$ cat config.mk
export PLATFORM = sky130hd
export DESIGN_NAME = exec_hazard_controller_flat
export DESIGN_NICKNAME = d
export VERILOG_FILES = /design/src/rtl/exec_hazard_controller_if.sv /design/src/rtl/exec_hazard_controller.sv /design/src/flat_wrapper.sv
export SDC_FILE = /design/constraint.sdc
export NUM_CORES = 1
export LEC_CHECK = 0
export ABC_AREA = 0
export CELL_PAD_IN_SITES_DETAIL_PLACEMENT = 1
export CELL_PAD_IN_SITES_GLOBAL_PLACEMENT = 2
export CORE_MARGIN = 2
export CORE_UTILIZATION = 20
export CTS_BUF_LIST = sky130_fd_sc_hd__clkbuf_16
export DETAILED_ROUTE_END_ITERATION = 8
export PLACE_DENSITY = 0.81
export RECOVER_POWER = 50
export REMOVE_ABC_BUFFERS = 1
export SLEW_MARGIN = 30
export SYNTH_ARGS = -nofsm -noshare
export SYNTH_HDL_FRONTEND = slang
export SYNTH_SLANG_ARGS = --single-unit
$ cat constraint.sdc
create_clock -name clk -period 3.13 [get_ports clk]
set_input_delay 0.4695 -clock clk [delete_from_list [all_inputs] [get_ports clk]]
set_output_delay 0.4695 -clock clk [all_outputs]
set_load 0.02 [all_outputs]
$ cat src/rtl/exec_hazard_controller_if.sv
// Pipeline-side signal bundle for exec_hazard_controller: stage register
// fields in, stall/flush/forward controls and event counters out.
interface exec_hazard_controller_if;
  logic [4:0] IDRn;
  logic [4:0] IDRm;
  logic       IDUsesRn;
  logic       IDUsesRm;
  logic [4:0] EXRn;
  logic [4:0] EXRm;
  logic [4:0] EXRd;
  logic       EXRegWrite;
  logic       EXMemRead;
  logic [4:0] MEMRd;
  logic       MEMRegWrite;
  logic [4:0] WBRd;
  logic       WBRegWrite;
  logic       PCSrc;
  logic       PCWrite;
  logic       IFIDWrite;
  logic       IDEXBubble;
  logic       IFIDFlush;
  logic       IDEXFlush;
  logic       EXMEMFlush;
  logic [1:0] ForwardA;
  logic [1:0] ForwardB;
  logic [7:0] StallCount;
  logic [7:0] FlushCount;

  modport master (
    output IDRn, IDRm, IDUsesRn, IDUsesRm, EXRn, EXRm, EXRd, EXRegWrite, EXMemRead,
           MEMRd, MEMRegWrite, WBRd, WBRegWrite, PCSrc,
    input  PCWrite, IFIDWrite, IDEXBubble, IFIDFlush, IDEXFlush, EXMEMFlush,
           ForwardA, ForwardB, StallCount, FlushCount
  );

  modport slave (
    input  IDRn, IDRm, IDUsesRn, IDUsesRm, EXRn, EXRm, EXRd, EXRegWrite, EXMemRead,
           MEMRd, MEMRegWrite, WBRd, WBRegWrite, PCSrc,
    output PCWrite, IFIDWrite, IDEXBubble, IFIDFlush, IDEXFlush, EXMEMFlush,
           ForwardA, ForwardB, StallCount, FlushCount
  );
endinterface

$ cat src/rtl/exec_hazard_controller.sv
// Execute-stage hazard controller: RAW stall detection, branch flush, operand
// forwarding and saturating stall/flush counters. Forwarding via EXEC_FORWARD_EN.
module exec_hazard_controller (
  input  logic                      clk,
  input  logic                      reset,
  exec_hazard_controller_if.slave   hz
);

  typedef enum logic [1:0] {
    RUN   = 2'd0,
    STALL = 2'd1,
    FLUSH = 2'd2
  } state_t;

  localparam logic [4:0] XZR = 5'd31;

  state_t     state_r;
  state_t     state_next_s;
  logic       hazard_s;
  logic       idex_bubble_s;
  logic [7:0] stall_count_r;
  logic [7:0] flush_count_r;

  // Source hit against one writer; XZR reads are constant and never wait.
  function automatic logic src_hit(input logic uses, input logic [4:0] src,
                                   input logic wr, input logic [4:0] rd);
    return uses & wr & (src != XZR) & (src == rd);
  endfunction

  function automatic logic [7:0] sat_inc(input logic [7:0] v);
    return (v == 8'd255) ? v : v + 8'd1;
  endfunction

`ifdef EXEC_FORWARD_EN
  // Memory stage holds the younger result, so it is checked first.
  function automatic logic [1:0] fwd_sel(input logic [4:0] src);
    if (hz.MEMRegWrite && (hz.MEMRd == src) && (src != XZR)) begin
      return 2'b10;
    end else if (hz.WBRegWrite && (hz.WBRd == src) && (src != XZR)) begin
      return 2'b01;
    end else begin
      return 2'b00;
    end
  endfunction

  // Only a load in EX cannot be forwarded in time.
  always_comb begin
    hazard_s = hz.EXMemRead &
               (src_hit(hz.IDUsesRn, hz.IDRn, hz.EXRegWrite, hz.EXRd) |
                src_hit(hz.IDUsesRm, hz.IDRm, hz.EXRegWrite, hz.EXRd));
  end
`else
  // Any writer still in EX or MEM must reach WB before the read can proceed.
  always_comb begin
    hazard_s = src_hit(hz.IDUsesRn, hz.IDRn, hz.EXRegWrite,  hz.EXRd)  |
               src_hit(hz.IDUsesRm, hz.IDRm, hz.EXRegWrite,  hz.EXRd)  |
               src_hit(hz.IDUsesRn, hz.IDRn, hz.MEMRegWrite, hz.MEMRd) |
               src_hit(hz.IDUsesRm, hz.IDRm, hz.MEMRegWrite, hz.MEMRd);
  end

  logic unused_fwd_s;
  assign unused_fwd_s = ^{hz.EXRn, hz.EXRm, hz.EXMemRead, hz.WBRd, hz.WBRegWrite};
`endif

  // Next state and pipeline controls; reset overrides, then branch, then hazard.
  always_comb begin
    state_next_s  = state_r;
    hz.PCWrite    = 1'b1;
    hz.IFIDWrite  = 1'b1;
    idex_bubble_s = 1'b0;
    hz.IFIDFlush  = 1'b0;
    hz.IDEXFlush  = 1'b0;
    hz.EXMEMFlush = 1'b0;
    hz.ForwardA   = 2'b00;
    hz.ForwardB   = 2'b00;
    if (reset) begin
      state_next_s  = RUN;
      hz.PCWrite    = 1'b0;
      hz.IFIDWrite  = 1'b0;
      hz.IFIDFlush  = 1'b1;
      hz.IDEXFlush  = 1'b1;
      hz.EXMEMFlush = 1'b1;
    end else begin
`ifdef EXEC_FORWARD_EN
      hz.ForwardA = fwd_sel(hz.EXRn);
      hz.ForwardB = fwd_sel(hz.EXRm);
`endif
      if (hz.PCSrc) begin
        state_next_s  = FLUSH;
        hz.IFIDFlush  = 1'b1;
        hz.IDEXFlush  = 1'b1;
        hz.EXMEMFlush = 1'b1;
      end else begin
        case (state_r)
          RUN, STALL: begin
            if (hazard_s) begin
              state_next_s  = STALL;
              hz.PCWrite    = 1'b0;
              hz.IFIDWrite  = 1'b0;
              idex_bubble_s = 1'b1;
            end else begin
              state_next_s  = RUN;
            end
          end
          FLUSH:   state_next_s = RUN;
          default: state_next_s = RUN;
        endcase
      end
    end
  end

  assign hz.IDEXBubble = idex_bubble_s;
  assign hz.StallCount = stall_count_r;
  assign hz.FlushCount = flush_count_r;

  // State register and saturating event counters.
  always_ff @(posedge clk) begin
    if (reset) begin
      state_r       <= RUN;
      stall_count_r <= 8'd0;
      flush_count_r <= 8'd0;
    end else begin
      state_r <= state_next_s;
      if (idex_bubble_s) begin
        stall_count_r <= sat_inc(stall_count_r);
      end else begin
        stall_count_r <= stall_count_r;
      end
      if (hz.PCSrc) begin
        flush_count_r <= sat_inc(flush_count_r);
      end else begin
        flush_count_r <= flush_count_r;
      end
    end
  end

endmodule

$ cat src/flat_wrapper.sv
// flat-port wrapper written by rule: the top's interface ports become plain ports
module exec_hazard_controller_flat 
  (clk, reset, hz_IDRn, hz_IDRm, hz_IDUsesRn, hz_IDUsesRm, hz_EXRn, hz_EXRm, hz_EXRd, hz_EXRegWrite, hz_EXMemRead, hz_MEMRd, hz_MEMRegWrite, hz_WBRd, hz_WBRegWrite, hz_PCSrc, hz_PCWrite, hz_IFIDWrite, hz_IDEXBubble, hz_IFIDFlush, hz_IDEXFlush, hz_EXMEMFlush, hz_ForwardA, hz_ForwardB, hz_StallCount, hz_FlushCount);
  exec_hazard_controller_if hz_i ();
  input  logic clk;
  input  logic reset;
  input wire logic [$bits(hz_i.IDRn)-1:0] hz_IDRn;
  input wire logic [$bits(hz_i.IDRm)-1:0] hz_IDRm;
  input wire logic [$bits(hz_i.IDUsesRn)-1:0] hz_IDUsesRn;
  input wire logic [$bits(hz_i.IDUsesRm)-1:0] hz_IDUsesRm;
  input wire logic [$bits(hz_i.EXRn)-1:0] hz_EXRn;
  input wire logic [$bits(hz_i.EXRm)-1:0] hz_EXRm;
  input wire logic [$bits(hz_i.EXRd)-1:0] hz_EXRd;
  input wire logic [$bits(hz_i.EXRegWrite)-1:0] hz_EXRegWrite;
  input wire logic [$bits(hz_i.EXMemRead)-1:0] hz_EXMemRead;
  input wire logic [$bits(hz_i.MEMRd)-1:0] hz_MEMRd;
  input wire logic [$bits(hz_i.MEMRegWrite)-1:0] hz_MEMRegWrite;
  input wire logic [$bits(hz_i.WBRd)-1:0] hz_WBRd;
  input wire logic [$bits(hz_i.WBRegWrite)-1:0] hz_WBRegWrite;
  input wire logic [$bits(hz_i.PCSrc)-1:0] hz_PCSrc;
  output wire logic [$bits(hz_i.PCWrite)-1:0] hz_PCWrite;
  output wire logic [$bits(hz_i.IFIDWrite)-1:0] hz_IFIDWrite;
  output wire logic [$bits(hz_i.IDEXBubble)-1:0] hz_IDEXBubble;
  output wire logic [$bits(hz_i.IFIDFlush)-1:0] hz_IFIDFlush;
  output wire logic [$bits(hz_i.IDEXFlush)-1:0] hz_IDEXFlush;
  output wire logic [$bits(hz_i.EXMEMFlush)-1:0] hz_EXMEMFlush;
  output wire logic [$bits(hz_i.ForwardA)-1:0] hz_ForwardA;
  output wire logic [$bits(hz_i.ForwardB)-1:0] hz_ForwardB;
  output wire logic [$bits(hz_i.StallCount)-1:0] hz_StallCount;
  output wire logic [$bits(hz_i.FlushCount)-1:0] hz_FlushCount;
  assign hz_i.IDRn = hz_IDRn;
  assign hz_i.IDRm = hz_IDRm;
  assign hz_i.IDUsesRn = hz_IDUsesRn;
  assign hz_i.IDUsesRm = hz_IDUsesRm;
  assign hz_i.EXRn = hz_EXRn;
  assign hz_i.EXRm = hz_EXRm;
  assign hz_i.EXRd = hz_EXRd;
  assign hz_i.EXRegWrite = hz_EXRegWrite;
  assign hz_i.EXMemRead = hz_EXMemRead;
  assign hz_i.MEMRd = hz_MEMRd;
  assign hz_i.MEMRegWrite = hz_MEMRegWrite;
  assign hz_i.WBRd = hz_WBRd;
  assign hz_i.WBRegWrite = hz_WBRegWrite;
  assign hz_i.PCSrc = hz_PCSrc;
  assign hz_PCWrite = hz_i.PCWrite;
  assign hz_IFIDWrite = hz_i.IFIDWrite;
  assign hz_IDEXBubble = hz_i.IDEXBubble;
  assign hz_IFIDFlush = hz_i.IFIDFlush;
  assign hz_IDEXFlush = hz_i.IDEXFlush;
  assign hz_EXMEMFlush = hz_i.EXMEMFlush;
  assign hz_ForwardA = hz_i.ForwardA;
  assign hz_ForwardB = hz_i.ForwardB;
  assign hz_StallCount = hz_i.StallCount;
  assign hz_FlushCount = hz_i.FlushCount;
  exec_hazard_controller u_core (.clk(clk), .reset(reset), .hz(hz_i));
endmodule
After elaboration in Yosys (flattened, before gate mapping):

Cells that the tools add are included.

* $add $sub $neg: 2
* eq/ne operators: 9
* multiplexer cells: 13
* bitwise operators: 18
* reduce and logical (&&, ||, !) cells: 5

Operators with widths (number)
* 5-bit == test: 4
* 8-bit by 1-bit adder with 8-bit output (second input constant): 2
* 8-bit == test (second input constant): 2
* 1-bit AND: 12
* 1-bit two-way mux: 12
* 5-bit != test (second input constant): 2
* 2-bit AND reduction: 2
* 1-bit NOT: 3
* 1-bit OR: 3
* 3-bit OR reduction: 1
* 2-bit by 1-bit == test with 1-bit output (second input constant): 1
* 2-bit logical NOT: 1
* 2-bit two-way mux: 1
* 2-bit OR reduction: 1

* flip-flop bits (word level): 18
* input port bits: 44
* output and inout port bits: 26
* logic and storage cells: 51

Logic depth before layout (Yosys ltp):

* depth in word-level cells: 11
* gate-level depth with buffers: 7
* mapped depth without buffers: 7

Worst setup path after synthesis:

No wires, ideal clock.

* path type: input port to output port
* from: input hz_EXRd[3]
* to: output hz_PCWrite
* arrival time: 1.679 ns
* data required time: 2.660 ns
* path slack: 0.981 ns
* cell stages on the path: 7
* path buffers: 2
* cell sequence: xnor2_1 > nand4_1 > o22ai_1 > a22oi_2 > buf_2 > and2_1 > buf_4

* word-level cells in the longest chain between the ends: 9
* elaborated cells between the ends (all ways): 11
* classes of those cells: eq/ne (2); mux (4); bitwise (5)

RTL lines
* start: declaration: RTL line flat_wrapper.sv:13 `input wire logic [$bits(hz_i.EXRd)-1:0] hz_EXRd;`
* 5-bit == test: RTL line exec_hazard_controller.sv:27 `return uses & wr & (src != XZR) & (src == rd);`
* 1-bit AND: RTL line exec_hazard_controller.sv:27
* 1-bit OR *: RTL line exec_hazard_controller.sv:55 `hazard_s = src_hit(hz.IDUsesRn, hz.IDRn, hz.EXRegWrite, hz.EXRd) |`
* 1-bit OR *: RTL line exec_hazard_controller.sv:56 `src_hit(hz.IDUsesRm, hz.IDRm, hz.EXRegWrite, hz.EXRd) |`
* 1-bit OR *: RTL line exec_hazard_controller.sv:57 `src_hit(hz.IDUsesRn, hz.IDRn, hz.MEMRegWrite, hz.MEMRd) |`
* 1-bit two-way mux * (4 in series)
* end: declaration: RTL line flat_wrapper.sv:21 `output wire logic [$bits(hz_i.PCWrite)-1:0] hz_PCWrite;`

Mark *: on every way between the ends. The rest lies on a longest branch, timed or not.

Worst setup path in the final report:

* from: input hz_IDRn[0]
* to: output hz_PCWrite

* word-level cells in the longest chain between the ends: 10
* elaborated cells between the ends (all ways): 14
* classes of those cells: eq/ne (3); mux (4); bitwise (7)

RTL lines
* start: declaration: RTL line flat_wrapper.sv:7 `input wire logic [$bits(hz_i.IDRn)-1:0] hz_IDRn;`
* 5-bit != test: RTL line exec_hazard_controller.sv:27
* 1-bit AND (2 in series): RTL line exec_hazard_controller.sv:27
* 1-bit OR: RTL line exec_hazard_controller.sv:55
* 1-bit OR *: RTL line exec_hazard_controller.sv:56
* 1-bit OR *: RTL line exec_hazard_controller.sv:57
* 1-bit two-way mux *: RTL line exec_hazard_controller.sv:96 `if (hazard_s) begin`
* 1-bit two-way mux *: RTL line exec_hazard_controller.sv:94 `case (state_r)`
* 1-bit two-way mux *: RTL line exec_hazard_controller.sv:88 `if (hz.PCSrc) begin`
* 1-bit two-way mux *: RTL line exec_hazard_controller.sv:76 `if (reset) begin`

Marked as above.

==> reports/results.env <==
WORST-ENDPOINT-REQUIRED_PS=2660
FILLERINSTANCES=661
SORT_OF_ELEMENT_AT_THE_START_OF_THE_CRITICAL_PATH='primary input'
GRT_START_MAX_NET_PINS=13
DETAIL_ROUTE.FIRST_PASS.ITERATIONS=2
WORSTPATHARRIVAL_PS=2430
WHS_PATH_CELLS=2
YOSYSUNIQUECELLTYPES=31
GRT_ANTENNA_BEFORE_REPAIR=0
CELL_COUNT_AFTER_SYNTHESIS=141
AVGVIACOUNTPERCELL=4.28
GRTUSAGETOTAL=0.110
FINALWORSTSETUPSLACK_PS=227
DR.FIRST_ITER.DRC_COUNT=22
ANTENNA_LEFT=0
IR_WORST_VDD_V=0.000173
WORST_SKEW_PAIR.LATE_LATENCY_PS=250
FMAXACHIEVABLE_GHz=0.344
DIE-WIDTH_MICRONS=78.8
AREAGROWTHSYNTHTOFINISH_PCT=56.2
ACTUAL_TRANSITION_AT_THE_WORST_MAX_TRANSITION_PIN_PS=715
FIRST_GLOBAL_VIAS=1203
HTREE_LEVELS=1
YOSYS_REGISTER_BITS=17
SEQ_AREA_FRAC_SYNTH=0.304
DIE_HEIGHT_MICRONS=78.8
ANTENNA-DIODE-COUNT=0
FINALHOLDVIOLCOUNT=0
WL_MICRONS=3230
CTS.SINK_COUNT=17
RUN_STATUS='completed'
CTS_TREE='yes'
SYN_AREA_PER_CELL_SQ_UM=7.94
MAIN_SYNTH_FF_TYPE='sky130_fd_sc_hd__dfxtp_1'
POST-ROUTE-MIN-PERIOD_PS=2900
SETUP_TOTAL_NEGATIVE_SLACK_PS=0
MULTI_INPUT_COMBINATIONAL_CELL_AREA_SQ_UM=702
MAXCAPVIOLATIONS=0
STATIC-LEAKAGE-POWER_uW=0.000600
DRC=0
ENDPOINT_KIND='output pin'
NETLIST.TOP_CELL.BY_AREA='sky130_fd_sc_hd__dfxtp_1'
RSZ0062_AT_GRT='false'
SETUP_VIOL_COUNT_FINAL=0
FINAL_NET_COUNT=237
HOLD_WS_PS=494
PATH_MAX_FANOUT=4
GRT_REMAINING_OVERFLOW=0
FIRST_PASS_GRT_WIRE_LENGTH_MICRONS=5490
CORE_REGION_AREA_SQ_MM=0.00547
IOPINCOUNT=70
PLACE.DETAILED.HPWL_MICRONS=2660
DIE_AREA_SQ_MM=0.00621
CTS-ROOT-BUF='sky130_fd_sc_hd__clkbuf_16'
DRIVE_GT1_FRAC=0.0632
SYNTHARSTFLOPSHARE=0
FIN_WORST_SKEW_PS=4.86
YS.WARNINGS.COUNT=0
POWER_PER_CELL_AREA_mW_PER_MM2=346
NETLIST.AREA_LEADER.SHARE=0.304
INITIAL_CORE_UTIL=0.205
GP_CONGESTION=0.765
FLOORPLAN.ROWS=27
CLKSLEWWORSTSETUPHOLDPATHS_PS=50
CRIT_TYPE='in -> out'
FINALPOWER_uW=605
COMBINED_AREA_OF_ALL_SYNTHESIZED_CELLS_SQ_MM=0.00112
PORT-BUFFER-COUNT=48
SLEW-LIMIT-HEADROOM=0.520
R2R.WORST_PATH.CELLS=6
WL_PER_CELL_MICRONS=12.3
VIA_COUNT=1121
PERIOD_SHARE=0.927
SYNTH-EDFF-COUNT=0
MAXSLEWVIOLCOUNT=0
CTS_INSERTED_BUFFERS=3
MAX_ROOT_SINK_BUFFERS=2
MIN-DELAY-PATH-CLASS='reg -> reg'
PRECTSSETUPSLACK_PS=88.8
SYNTH_AREA_LEADERS='sky130_fd_sc_hd__dfxtp_1 30%, sky130_fd_sc_hd__xnor2_1 19%, sky130_fd_sc_hd__buf_4 4.7%, sky130_fd_sc_hd__nand3_1 4.5%, sky130_fd_sc_hd__nand2_1 4.0%'
REGAREA_SQ_UM=340
registers in the layout, summed over array words and instances, names as in the netlist:
| register | flops |
|---|---|
| u_core.hz.FlushCount | 8 |
| u_core.hz.StallCount | 8 |
| u_core.state_r | 1 |
path summary, 6_finish.rpt:
kind                      startpoint                       to  slack [ps]
max reg2reg  u_core.hz.StallCount[2]  u_core.hz.StallCount[5]        1150
max                       hz_IDRn[0]               hz_PCWrite         230
min          u_core.hz.StallCount[4]  u_core.hz.StallCount[4]         490
min reg2reg  u_core.hz.StallCount[4]  u_core.hz.StallCount[4]         490
cell usage after synthesis (3+ instances only):
library cell / n
sky130_fd_sc_hd__or4_1: 3
sky130_fd_sc_hd__xor2_1: 3
sky130_fd_sc_hd__buf_4: 7
sky130_fd_sc_hd__o31ai_1: 3
sky130_fd_sc_hd__dfxtp_1: 17
sky130_fd_sc_hd__nand2_1: 12
sky130_fd_sc_hd__xnor2_1: 24
sky130_fd_sc_hd__a21oi_1: 6
sky130_fd_sc_hd__nor3_1: 4
sky130_fd_sc_hd__nor2_1: 12
sky130_fd_sc_hd__o21ai_0: 6
sky130_fd_sc_hd__nand4_1: 7
sky130_fd_sc_hd__nand3_1: 10
sky130_fd_sc_hd__inv_1: 5
critical path, stage by stage:
cell                              delay, ps
sky130_fd_sc_hd__clkdlybuf4s50_1        500
sky130_fd_sc_hd__xnor2_1                170
sky130_fd_sc_hd__nand4_1                110
sky130_fd_sc_hd__o22ai_1                110
sky130_fd_sc_hd__a22oi_2                280
sky130_fd_sc_hd__and2_1                 190
sky130_fd_sc_hd__clkdlybuf4s50_1        600
area by class of cell:
class,instances,area share
tap,72,0.0515
clock buffer,3,0.0429
clock inverter,1,0.00286
timing repair buffer,53,0.296
inverter,5,0.0107
sequential,17,0.195
multi-input combinational,111,0.401
power breakdown:
group | leakage [uW] | internal, uW | switching (uW)
registers | 0.000138 | 220 | 3.98
clock network | 0.0000409 | 171 | 88.4
logic | 0.000422 | 65.8 | 56.0
total | 0.000600 | 457 | 148
layout by cell type, fill, tap and decap left out, types with 2 or more instances in the layout:
cell and instances:
sky130_fd_sc_hd__o21ai_0 5, sky130_fd_sc_hd__dfxtp_1 17, sky130_fd_sc_hd__inv_1 5, sky130_fd_sc_hd__conb_1 4, sky130_fd_sc_hd__o22ai_1 2, sky130_fd_sc_hd__nand4_1 7
sky130_fd_sc_hd__or3_1 2, sky130_fd_sc_hd__ha_1 2, sky130_fd_sc_hd__nand3_1 10, sky130_fd_sc_hd__nor2_1 12, sky130_fd_sc_hd__dlygate4sd3_1 12, sky130_fd_sc_hd__buf_4 5
sky130_fd_sc_hd__a21oi_1 6, sky130_fd_sc_hd__nand2_1 12, sky130_fd_sc_hd__xnor2_1 24, sky130_fd_sc_hd__or4_1 3, sky130_fd_sc_hd__clkbuf_16 3, sky130_fd_sc_hd__xor2_1 3
sky130_fd_sc_hd__o31ai_1 3, sky130_fd_sc_hd__clkdlybuf4s50_1 36, sky130_fd_sc_hd__nor3_1 4
cells by family (layout without fill, tap and decap cells):
kind of cell             Yosys count  after routing  synth area share
AO/OA/AOI/OAI                     23             23             0.134
XOR/XNOR                          27             27             0.211
adder cells (fa/ha/maj)            2              2            0.0223
buffers and inverters             16             62            0.0793
flip-flops                        17             17             0.304
multiplexers                       1              1            0.0101
other                              1              4           0.00335
AND/OR/NAND/NOR                   54             54             0.236
through the flow:
step	instance area [sq um]	utilization	std cells
5_1_grt	1750	0.320	262
4_1_cts	1740	0.318	261
3_3_place_gp	1660	0.304	257
6_report	1750	0.320	262
2_1_floorplan	1060	-	133
3_5_place_dp	1660	0.304	257
metal layers:
layer / wire length, microns / GRT usage
met5: 0 / 0
met4: 0 / 0.00517
met3: 127 / 0.0284
met2: 1680 / 0.204
met1: 1430 / 0.134
timing repair:
action / 4_1_cts / 5_1_grt
resized for setup: 0 / 0
buffers inserted: 0 / 1
setup endpoints to repair: 0 / 2
hold buffers: 0 / 0
Note: power is estimated with default switching activity, not from simulation.
